**config.mk**
```make
export PLATFORM = sky130hd
export DESIGN_NAME = wb_dma_copy
export DESIGN_NICKNAME = d
export VERILOG_FILES = /design/src/rtl/wb_dma_copy.sv
export SDC_FILE = /design/constraint.sdc
export NUM_CORES = 1
export LEC_CHECK = 0
export BUFFER_PORTS_ARGS = -buffer_cell sky130_fd_sc_hd__buf_4
export CAP_MARGIN = 20
export CORE_UTILIZATION = 45
export CTS_BUF_LIST = sky130_fd_sc_hd__clkbuf_16
export DETAILED_ROUTE_END_ITERATION = 16
export PLACE_DENSITY = 0.68
export SYNTH_ARGS = -nofsm -noshare
export SYNTH_HDL_FRONTEND = slang
export SYNTH_SLANG_ARGS = --single-unit
```
**constraint.sdc**
```tcl
create_clock -name clk -period 2.3 [get_ports clk]
set_input_delay 0.23 -clock clk [delete_from_list [all_inputs] [get_ports clk]]
set_output_delay 0.23 -clock clk [all_outputs]
set_load 0.01 [all_outputs]
```
**src/rtl/wb_dma_copy.sv**
```systemverilog
// Wishbone classic-cycle block copier: one read then one write per word,
// aborting on responder err or when the ack watchdog expires.
module wb_dma_copy #(
   parameter int AW = 32,
   parameter int DW = 32,
   parameter int SW = DW >> 3,
   parameter int LW = 16,
   parameter int TO = 255
) (
   input  logic          clk,
   input  logic          rst_n,
   input  logic          i_start,
   input  logic [AW-1:0] i_src,
   input  logic [AW-1:0] i_dst,
   input  logic [LW-1:0] i_len,
   output logic          o_busy,
   output logic          o_done,
   output logic          o_err,
   output logic [LW-1:0] o_count,
   output logic [AW-1:0] o_wb_adr,
   output logic [SW-1:0] o_wb_sel,
   output logic          o_wb_we,
   output logic [DW-1:0] o_wb_dat,
   input  logic [DW-1:0] i_wb_dat,
   output logic          o_wb_cyc,
   output logic          o_wb_stb,
   input  logic          i_wb_ack,
   input  logic          i_wb_err
);

   typedef enum logic [2:0] {
      S_IDLE = 3'd0,
      S_RD   = 3'd1,
      S_RGAP = 3'd2,
      S_WR   = 3'd3,
      S_WGAP = 3'd4,
      S_FIN  = 3'd5
   } state_e;

   localparam logic [AW-1:0] ALIGN_MASK = ~(AW'(SW - 1));
   localparam logic [AW-1:0] STEP       = AW'(SW);
   localparam logic [7:0]    TO_LIM     = 8'(TO);

   state_e        state_q, state_d;
   logic [AW-1:0] src_q, src_d;
   logic [AW-1:0] dst_q, dst_d;
   logic [LW-1:0] rem_q, rem_d;
   logic [LW-1:0] count_q, count_d;
   logic [DW-1:0] data_q, data_d;
   logic [7:0]    wd_q, wd_d;
   logic [7:0]    wd_inc_s;
   logic          err_q, err_d;
   logic [AW-1:0] adr_q, adr_d;
   logic          we_q, we_d;
   logic [DW-1:0] dat_q, dat_d;
   logic          cyc_q, cyc_d;
   logic          busy_q, busy_d;
   logic          done_q, done_d;

   // Next-state, datapath and registered-output next values.
   always_comb begin
      state_d  = state_q;
      src_d    = src_q;
      dst_d    = dst_q;
      rem_d    = rem_q;
      count_d  = count_q;
      data_d   = data_q;
      wd_d     = wd_q;
      err_d    = err_q;
      wd_inc_s = wd_q + 8'd1;

      case (state_q)
         S_IDLE: begin
            if (i_start) begin
               src_d   = i_src & ALIGN_MASK;
               dst_d   = i_dst & ALIGN_MASK;
               rem_d   = i_len;
               count_d = {LW{1'b0}};
               err_d   = 1'b0;
               wd_d    = 8'd0;
               if (i_len == {LW{1'b0}}) begin
                  state_d = S_FIN;
               end else begin
                  state_d = S_RD;
               end
            end else begin
               state_d = S_IDLE;
            end
         end
         S_RD, S_WR: begin
            // err wins over a simultaneous ack; the watchdog aborts the same way
            if (i_wb_err) begin
               err_d   = 1'b1;
               state_d = S_FIN;
            end else if (i_wb_ack) begin
               if (state_q == S_RD) begin
                  data_d  = i_wb_dat;
                  state_d = S_RGAP;
               end else begin
                  count_d = count_q + LW'(1);
                  src_d   = src_q + STEP;
                  dst_d   = dst_q + STEP;
                  rem_d   = rem_q - LW'(1);
                  state_d = S_WGAP;
               end
            end else begin
               wd_d = wd_inc_s;
               if (wd_inc_s == TO_LIM) begin
                  err_d   = 1'b1;
                  state_d = S_FIN;
               end else begin
                  state_d = state_q;
               end
            end
         end
         S_RGAP: begin
            wd_d    = 8'd0;
            state_d = S_WR;
         end
         S_WGAP: begin
            if (rem_q != {LW{1'b0}}) begin
               wd_d    = 8'd0;
               state_d = S_RD;
            end else begin
               state_d = S_FIN;
            end
         end
         S_FIN: begin
            state_d = S_IDLE;
         end
         default: begin
            state_d = S_IDLE;
         end
      endcase

      // Bus outputs are decoded from the next state so they are registered
      // yet line up with the state; address/we/data hold while idle.
      cyc_d  = (state_d == S_RD) || (state_d == S_WR);
      busy_d = (state_d != S_IDLE);
      done_d = (state_d == S_FIN);
      if (state_d == S_RD) begin
         adr_d = src_d;
         we_d  = 1'b0;
         dat_d = dat_q;
      end else if (state_d == S_WR) begin
         adr_d = dst_d;
         we_d  = 1'b1;
         dat_d = data_d;
      end else begin
         adr_d = adr_q;
         we_d  = we_q;
         dat_d = dat_q;
      end
   end

   // State, datapath and output registers.
   always_ff @(posedge clk or negedge rst_n) begin
      if (!rst_n) begin
         state_q <= S_IDLE;
         src_q   <= {AW{1'b0}};
         dst_q   <= {AW{1'b0}};
         rem_q   <= {LW{1'b0}};
         count_q <= {LW{1'b0}};
         data_q  <= {DW{1'b0}};
         wd_q    <= 8'd0;
         err_q   <= 1'b0;
         adr_q   <= {AW{1'b0}};
         we_q    <= 1'b0;
         dat_q   <= {DW{1'b0}};
         cyc_q   <= 1'b0;
         busy_q  <= 1'b0;
         done_q  <= 1'b0;
      end else begin
         state_q <= state_d;
         src_q   <= src_d;
         dst_q   <= dst_d;
         rem_q   <= rem_d;
         count_q <= count_d;
         data_q  <= data_d;
         wd_q    <= wd_d;
         err_q   <= err_d;
         adr_q   <= adr_d;
         we_q    <= we_d;
         dat_q   <= dat_d;
         cyc_q   <= cyc_d;
         busy_q  <= busy_d;
         done_q  <= done_d;
      end
   end

   assign o_busy   = busy_q;
   assign o_done   = done_q;
   assign o_err    = err_q;
   assign o_count  = count_q;
   assign o_wb_adr = adr_q;
   assign o_wb_sel = {SW{cyc_q}};
   assign o_wb_we  = we_q;
   assign o_wb_dat = dat_q;
   assign o_wb_cyc = cyc_q;
   assign o_wb_stb = cyc_q;

endmodule
```
### Word level (Yosys, flattened, before mapping)

Index checks and enable logic that the tools add are counted.

| cells by class | value |
|---|---|
| add/subtract/negate cells | 5 |
| multipliers | 0 |
| divide/modulo/power cells | 0 |
| magnitude comparators | 0 |
| eq/ne operators | 16 |
| shift operators | 0 |
| multiplexer cells | 46 |
| bitwise operators | 1 |
| reductions and logical operators | 13 |

Operators by type and width:

| operator | number |
|---|---|
| $mux 32 | 14 |
| $mux 16 | 8 |
| $pmux 32 s2 | 2 |
| $add 32x3->32 const B | 2 |
| $pmux 16 s2 | 2 |
| $mux 8 | 4 |
| $pmux 8 s4 | 1 |
| $mux 3 | 7 |
| $add 16x1->16 const B | 1 |
| $logic_not 16->1 | 1 |
| $reduce_bool 16->1 | 1 |
| $sub 16x1->16 const B | 1 |
| $ne 2x2->1 const B | 6 |
| $pmux 3 s4 | 1 |
| $reduce_and 5->1 | 2 |
| $eq 3x2->1 const B | 3 |
| $add 8x1->8 const B | 1 |
| $eq 8x8->1 const B | 1 |
| $eq 3x1->1 const B | 2 |
| $eq 3x3->1 const B | 2 |
| $mux 1 | 6 |
| $ne 3x3->1 const B | 2 |
| $reduce_and 4->1 | 1 |
| $reduce_bool 2->1 | 2 |
| other kinds (8) | 8 |

| word-level totals | value |
|---|---|
| register bits | 208 |
| bits in latches | 0 |
| memory bits (writable) | 0 |
| bits in read-only memories | 0 |
| input bits | 117 |
| logic and storage cells | 95 |
| memories kept | 0 |

### Longest topological paths before layout

Gate-level depths: netlist of run 1.

| logic depth | value |
|---|---|
| depth in word-level cells | 9 |
| mapped depth | 11 |

### Worst setup path before layout of run 1

Ideal clock, no wire load.

| timing | value |
|---|---|
| kind | reg2reg |
| start point | reg rem_q[0] |
| end point | reg adr_q[27], in the netlist o_wb_adr[27] |
| library setup time | 126 ps |
| arrival | 2,417 ps |
| data required time | 2,174 ps |
| path slack | -243 ps |
| cell stages (with the launch flop) | 11 |
| path buffers | 2 |
| path through | dfrtp_1 inv_1 ha_1 or3b_1 clkbuf_1 or4_1 o22a_4 nand4b_4 nor2_2 buf_6 a221o_1 |

| between the ends | value |
|---|---|
| cells in the longest elaborated chain, start to end | 5 |
| elaborated cells between the ends (all ways) | 7 |

Ends and longest elaborated chain:

| element | RTL line | text |
|---|---|---|
| start, declared | 47 | `logic [LW-1:0] rem_q, rem_d;` |
| start signal, assigned | 162 | `rem_q <= {LW{1'b0}};` |
| start signal, assigned | 177 | `rem_q <= rem_d;` |
| $reduce_bool 16->1 (*) | 121 | `if (rem_q != {LW{1'b0}}) begin` |
| $mux 3 (*) | 121 |  |
| $pmux 3 s4 (*) | 72 | `case (state_q)` |
| $eq 3x1->1 or $eq 3x2->1 (tied branches) | 141, 145 |  |
| $mux 32 or $reduce_bool 2->1 (tied branches) | -- |  |
| end signal, assigned | 167 | `adr_q <= {AW{1'b0}};` |
| end signal, assigned | 182 | `adr_q <= adr_d;` |
| end, declared | 53 | `logic [AW-1:0] adr_q, adr_d;` |

Every way passes the cells marked *; elsewhere a longest branch is shown, timed or not.
A chain may end at the register's enable or synchronous reset.

### Final worst setup path of run 1

| timing | value |
|---|---|
| start point | reg state_q[0] |
| end point | reg adr_q[21], in the netlist o_wb_adr[21] |

| between the ends | value |
|---|---|
| cells in the longest elaborated chain, start to end | 7 |
| elaborated cells between the ends (all ways) | 24 |

Ends and longest elaborated chain:

| element | RTL line | text |
|---|---|---|
| start, declared | 44 | `state_e state_q, state_d;` |
| start signal, assigned | 174 | `state_q <= state_d;` |
| $eq 3x1->1 | 72, 96 |  |
| $mux 3 or $mux 32 (tied branches) | 96 | `if (state_q == S_RD) begin` |
| $mux 3 or $mux 32 (tied branches) | 95 | `end else if (i_wb_ack) begin` |
| $mux 3 or $mux 32 (tied branches) | 92 | `if (i_wb_err) begin` |
| $pmux 3 s4 or $pmux 32 s2 (tied branches) | 72 |  |
| $eq 3x1->1, or another cell as far along | 141 | `if (state_d == S_RD) begin` |
| $mux 32 or $reduce_bool 2->1 (tied branches) | -- |  |

Several ways; a longest one is shown, not always the timed one. The select of a mux whose other input is x is not followed.

==> flow_summary_export.csv, run 1 <==
group,metric,value,unit
status,status,"complete, but fails checks",
status,violations,"setup timing",
worst_setup_path,worst-setup-path-type,"flop to flop",
power_and_ir_drop,power,21.3,mW
route,dr_wl_met2,17.7,mm
cells_and_area,syn2layout_area_growth,50.3,%
clock_network,cts-root-buf,"clkbuf_16",
placement,gp_congestion,0.984,
floorplan,boundaryPins,207,
yosys,synthArstFlopShare,1.00,
sta,finalSetupViolations,65,
sta,slew_viol_final,0,
sta,clock_skew,0.0108,ns
global_routing,grt.total_usage,0.297,
power_and_ir_drop,vdd_drop_max,0.00101,V
clock_network,h-tree-depth,1,
hold_path,min_path_type,"input pin to flop",
sta,rsz0062_at_grt,"yes",
route,vias_per_cell,5.86,
sta,final_hold_viol_count,0,
floorplan,fp-row-count,55,
hold_path,whs_path_depth,3,
worst_setup_path,reg2reg_from,"state_q[0]",
yosys,synth_edf_count,0,
yosys,synth_warnings,0,
hold_path,min_to,"rem_q[1]",
clock_network,cts_buffers,24,
cells_and_area,layout.nets,1600,
worst_setup_path,cp-startpoint,"state_q[0]",
yosys,seq_area_frac_synth,0.495,
yosys,synth.most_common_cell,"dfrtp_1",
power_and_ir_drop,p_per_area,1350,nW/um2
yosys,syn_avg_cell_area,10.1,um2
yosys,ys_seq_elements,208,
worst_setup_path,crit_path_top_delay_cell,"or4b_4",
clock_network,cts_sinks,208,
cells_and_area,layout-drive-gt1-share,0.392,
worst_setup_path,arrival,2.86,ns
worst_setup_path,end_kind,"flop",
global_routing,grt-ovfl-total,0,
yosys,synthTopCellsByArea,"dfrtp_1 (50%), mux2_2 (7.2%), nand2_1 (3.7%), a221o_1 (2.9%), nand3_1 (2.5%)",
placement,port_buffers,202,
yosys,synth_cell_type_count,75,
sta,worst_pin_slew,0.578,ns
floorplan,fp.coreArea,22800,um2
yosys,synth_nets,1162,
worst_setup_path,r2r_end,"o_wb_adr[21]",
global_routing,grt_pass1_vias,10500,
clock_network,clockBufferDepth,3,
yosys,synth_common_cells,"dfrtp_1 (208), nand2_1 (105), mux2_2 (67), nor2_1 (59), nand3_1 (53)",
run,cap_viol_max_count,0,
floorplan,dieWidth,155,um
yosys,yosys.area.top_type_share,0.495,
cells_and_area,final_core_utilization,0.694,
power_and_ir_drop,p_leak,7.35,nW
worst_setup_path,path_max_fanout,17,
yosys,synth_top_area_cell,"dfrtp_1",
worst_setup_path,worstPathRequired,2.71,ns
worst_setup_path,r2r_cells,7,
worst_setup_path,cp-start-kind,"flop",
route,vias,10600,
route,highest_layer,"met4",
sta,finalWorstSetupSlack,-0.154,ns
clock_network,cts_tree,"yes",
route,dr.pass1.iters,6,
floorplan,die-area,24000,um2
route,drcViolationCount,0,
route,met1_length,15.0,mm
sta,max_freq,0.408,GHz
yosys,syn-instance-count,1039,
global_routing,grt_pass1_wl,56.0,mm
worst_setup_path,slowest_delay,0.53,ns
route,antenna_left,0,
sta,min_period,2.45,ns
yosys,synth_ff_type,"dfrtp_1",
sta,layout_worst_path_cycle_share,1.07,
placement,dpl.hpwl,25.1,mm
hold_path,min_from,"i_len[1]",
floorplan,initial_core_util,0.462,
global_routing,grt_max_degree,65,
route,drt_wl_total,37.0,mm
clock_network,clk_latency,0.53,ns
route,dr.first_iter.drc_count,876,
yosys,synthesis.area,10500,um2
clock_network,clk_pin_slew,0.06,ns
route,wl_per_cell,20.5,um
sta,relSlewSlack,0.612,
route,wl_met3,2.84,mm
worst_setup_path,crit_chain,"or4b_4 > or4_4 > o22a_4 > nand4b_4 > nor2_4 > buf_12 > a221o_1",
worst_setup_path,rrSetupSlack,-0.15,ns
cells_and_area,antenna_cells,0,
global_routing,antenna_found_initial,0,
floorplan,die_height,155,um
-- logic make-up (layout without fill, tap and decap cells) --
group / after synthesis / in the layout / share of synthesized area
adders and majority gates: 6 / 6 / 0.00714
and+or+nand+nor: 393 / 394 / 0.196
buffers and inverters: 87 / 540 / 0.0358
AOI/OAI and AO/OA: 246 / 246 / 0.166
DFF: 208 / 208 / 0.495
muxes: 80 / 80 / 0.0841
xor gates and xnor gates: 19 / 19 / 0.0158
-- state kept, by name, summed over array words and instances, names as in the netlist --
name,flops
o_busy,1
o_wb_dat,32
wd_q,8
o_wb_adr,32
dst_q,32
o_done,1
o_count,16
o_wb_we,1
o_wb_cyc,1
data_q,32
src_q,32
rem_q,16
state_q,3
o_err,1
-- per-stage QoR --
stage | TNS (ns) | std cells | setup WS, ns | area [um2] | hold slack [ns]
final | -5.80 | 1806 | -0.154 | 15800 | 0.00714
after global routing | -7.83 | 1806 | -0.194 | 15800 | 0.00844
after CTS | -3.20 | 1787 | -0.138 | 15200 | 0.000352
after detailed placement | -14.21 | 1678 | -0.245 | 13700 | 0.241
after global placement | -11.94 | 1678 | -0.202 | 13700 | 0.242
after floorplan | -4.14 | 1039 | -0.176 | 10600 | -0.0656
-- cells in the final DEF, fill, tap and decap left out, types with 7 or more instances in the layout --
| cell type | instances |
|---|---|
| buf_12 | 10 |
| o22ai_1 | 12 |
| clkinv_1 | 7 |
| o21ai_0 | 45 |
| and4_1 | 7 |
| nand3_1 | 51 |
| a21o_1 | 9 |
| dfrtp_1 | 207 |
| inv_1 | 21 |
| mux2i_1 | 13 |
| nand4_1 | 24 |
| nor2b_1 | 9 |
| buf_4 | 390 |
| mux2_4 | 32 |
| buf_6 | 9 |
| mux2_2 | 35 |
| a22oi_1 | 15 |
| dlygate4sd3_1 | 61 |
| and3_1 | 10 |
| or3_1 | 10 |
| a21oi_1 | 41 |
| nor4_1 | 17 |
| o211ai_1 | 10 |
| xor2_1 | 14 |
| and2_1 | 14 |
| a31oi_1 | 14 |
| clkbuf_16 | 27 |
| a221o_1 | 30 |
| nor2_1 | 57 |
| nand2_1 | 101 |
| nor3_1 | 25 |
-- worst max-delay path by stage --
stage                              end  slack (ns)  cells past startpoint
after CTS                 o_wb_adr[21]       -0.14                      7
after global routing      o_wb_adr[21]       -0.19                      7
after global placement     o_wb_dat[9]       -0.20                      7
after floorplan           o_wb_adr[27]       -0.18                      9
final                     o_wb_adr[21]       -0.15                      7
after detailed placement  o_wb_adr[18]       -0.25                      8
-- repair_timing --
action | 4_1_cts | 5_1_grt
pin swaps | 3 | 15
endpoints found under the setup margin | 83 | 89
cloned | 0 | 5
endpoints found under the hold margin | 110 | 0
hold buffers | 61 | 0
gates resized for setup | 38 | 84
buffers inserted | 6 | 14
-- where the power goes --
| part | internal (mW) | switching [mW] | total [mW] |
|---|---|---|---|
| clock | 1.88 | 1.53 | 3.42 |
| combinational | 5.74 | 5.74 | 11.5 |
| sequential | 5.26 | 1.14 | 6.40 |
-- critical path, delay by kind of cell, from the launching register on --
kind / cells / cell delay [ns]
AND/OR/NAND/NOR: 4 / 1.23
AO/OA/AOI/OAI: 2 / 0.53
buffers and inverters: 1 / 0.15
flip-flops: 1 / 0.40
-- final cells by class --
class / count / area [um2]
sequential: 208 / 5210
timing repair buffer: 477 / 3960
tap: 313 / 392
clock inverter: 18 / 88.8
inverter: 21 / 81.3
clock buffer: 24 / 601
multi-input combinational: 745 / 5470
fill: 1680 / 6980
-- routing by layer --
metal	global-route usage	vias to the layer above
met1	0.389	5173
met5	0	-
li1	-	4792
met2	0.487	516
met4	0.131	0
met3	0.0493	95
(Power assumes the default switching activity.)
==> run 2: changes to the inputs <==
--- a/config.mk
+++ b/config.mk
@@ -7,6 +7,7 @@
 export LEC_CHECK = 0
 export BUFFER_PORTS_ARGS = -buffer_cell sky130_fd_sc_hd__buf_4
 export CAP_MARGIN = 20
+export CORE_MARGIN = 2
 export CORE_UTILIZATION = 45
 export CTS_BUF_LIST = sky130_fd_sc_hd__clkbuf_16
 export DETAILED_ROUTE_END_ITERATION = 16
==> constraint.sdc (replaced) <==
create_clock -name clk -period 2.3 [get_ports clk]
set_input_delay 0.115 -clock clk [delete_from_list [all_inputs] [get_ports clk]]
set_output_delay 0.115 -clock clk [all_outputs]
set_load 0.01 [all_outputs]
==> run 2 against run 1 <==
  * The flow still finishes with violations (setup timing)
  * Global-route usage shrank 0.18 points
  * Utilization is essentially flat
  * Clock skew grew 0.0025 ns
  * Highest routed layer unchanged
==> flow_summary_export.csv, run 2 (synthesis results as in run 1) <==
group,metric,value,unit
cells_and_area,final_core_utilization,0.694,
worst_setup_path,crit_buf_inv,1,
cells_and_area,mostFrequentLayoutCell,"buf_4",
global_routing,grt_busiest_layer,"met2",
clock_network,cts-root-buf,"clkbuf_16",
worst_setup_path,crit_family,"simple AND/OR/NAND/NOR gates",
clock_network,cts_sinks,208,
global_routing,grtUsageMet2,0.473,
floorplan,fp-row-count,55,
sta,worst_pin_slew,0.603,ns
power_and_ir_drop,vdd_drop_max,0.000974,V
global_routing,grt_pass1_vias,10600,
global_routing,grt-ovfl-total,0,
worst_setup_path,worst-setup-path-type,"flop to flop",
global_routing,grt.total_usage,0.295,
route,drt_wl_total,37.5,mm
status,status,"complete, but fails checks",
worst_setup_path,rrSetupSlack,-0.18,ns
floorplan,fp.coreArea,22800,um2
clock_network,cts_buffers,24,
power_and_ir_drop,p_per_area,1330,nW/um2
global_routing,grt_max_degree,65,
hold_path,min_path_type,"input pin to flop",
placement,gp_congestion,0.942,
hold_path,min_to,"rem_q[15]",
worst_setup_path,path_max_fanout,10,
sta,clock_skew,0.0133,ns
clock_network,clockBufferDepth,3,
placement,dpl.hpwl,24.8,mm
placement,port_buffers,202,
sta,min_period,2.48,ns
sta,slew_viol_final,0,
sta,whs,0.0102,ns
worst_setup_path,reg2reg_from,"rem_q[15]",
power_and_ir_drop,p_leak,7.21,nW
route,wl_per_cell,20.6,um
route,dr.pass1.iters,5,
global_routing,grt_pass1_wl,57.2,mm
cells_and_area,layout-drive-gt1-share,0.366,
floorplan,die_height,157,um
sta,finalSetupTns,-4.43,ns
global_routing,met1_usage,0.395,
worst_setup_path,slowest_delay,0.53,ns
route,antenna_left,0,
run,cap_viol_max_count,0,
worst_setup_path,r2r_end,"o_wb_adr[18]",
clock_network,h-tree-depth,1,
sta,max_freq,0.404,GHz
global_routing,grtUsageMet3,0.0559,
floorplan,die-area,24600,um2
route,vias_per_cell,5.85,
worst_setup_path,crit_chain,"or4b_4 > or4_4 > o22a_4 > nand4b_4 > nor2_4 > buf_12 > a221o_1",
clock_network,clk_latency,0.53,ns
status,violations,"setup timing",
global_routing,antenna_found_initial,2,
cells_and_area,layout.nets,1614,
floorplan,dieWidth,157,um
hold_path,whs_path_depth,5,
sta,layout_worst_path_cycle_share,1.08,
sta,relSlewSlack,0.595,
route,dr.first_iter.drc_count,968,
worst_setup_path,r2r_cells,7,
worst_setup_path,cp-start-kind,"flop",
cells_and_area,final_cell_mix,"buf_4 (362), dfrtp_1 (208), nand2_1 (103)",
worst_setup_path,cp-startpoint,"rem_q[15]",
floorplan,initial_core_util,0.462,
worst_setup_path,worstPathRequired,2.71,ns
sta,finalWorstSetupSlack,-0.176,ns
floorplan,boundaryPins,207,
worst_setup_path,end_kind,"flop",
worst_setup_path,crit_path_top_delay_cell,"or4b_4",
clock_network,cts_tree,"yes",
route,drcViolationCount,0,
cells_and_area,syn2layout_area_growth,50.3,%
clock_network,clk_pin_slew,0.06,ns
sta,final_hold_viol_count,0,
sta,rsz0062_at_grt,"yes",
placement,place_area,13600,um2
sta,finalSetupViolations,35,
route,vias,10700,
cells_and_area,fin_area,15800,um2
hold_path,min_from,"i_len[15]",
worst_setup_path,arrival,2.89,ns
run 2: worst min-delay path, stage by stage:
cell	delay, ns
buf_4	0.12
nor2_1	0.09
a31oi_1	0.05
nor2_1	0.08
nor2_1	0.05
run 2: worst max path at each step:
stage	cells past startpoint	end	slack, ns
floorplan	9	o_wb_adr[27]	-0.18
global placement	8	o_wb_adr[22]	-0.15
detailed placement	7	o_wb_adr[28]	-0.19
CTS	7	o_wb_adr[18]	-0.16
global route	9	o_wb_adr[22]	-0.22
finish	7	o_wb_adr[18]	-0.18
run 2: cell type report:
| class | count | area (um2) |
|---|---|---|
| Fill cell | 1687 | 6970 |
| Multi-Input combinational cell | 746 | 5230 |
| Sequential cell | 208 | 5200 |
| Timing Repair Buffer | 490 | 4200 |
| Clock buffer | 24 | 601 |
| Tap cell | 313 | 392 |
| Clock inverter | 20 | 101 |
| Inverter | 21 | 78.8 |
| Antenna cell | 2 | 5.00 |
run 2: per-layer routing:
metal	routed length, um	vias up
met1	15400	5194
met3	3050	115
li1	-	4828
met4	1610	0
met2	17400	536
met5	0	-
run 2: timing repair:
action	4_1_cts	5_1_grt
setup buffers	8	10
endpoints found under the setup margin	76	88
gates resized for setup	32	35
hold buffers	97	0
pin swaps	4	16
gates cloned	2	3
hold endpoints to repair	195	0
run 2: report_power, final:
group | total (mW) | switching (mW) | internal [mW] | leakage, nW
combinational | 11.2 | 5.70 | 5.48 | 4.28
sequential | 6.40 | 1.14 | 5.26 | 2.56
clock | 3.46 | 1.56 | 1.90 | 0.369
run 2: through the flow:
| step | instances | setup WS (ns) | power (mW) |
|---|---|---|---|
| floorplan | 1039 | -0.176 | 11.6 |
| global placement | 1658 | -0.148 | 15.8 |
| detailed placement | 1658 | -0.192 | 16.1 |
| CTS | 1809 | -0.163 | 20.2 |
| global route | 1823 | -0.223 | 22.2 |
| finish | 1824 | -0.176 | 21.0 |
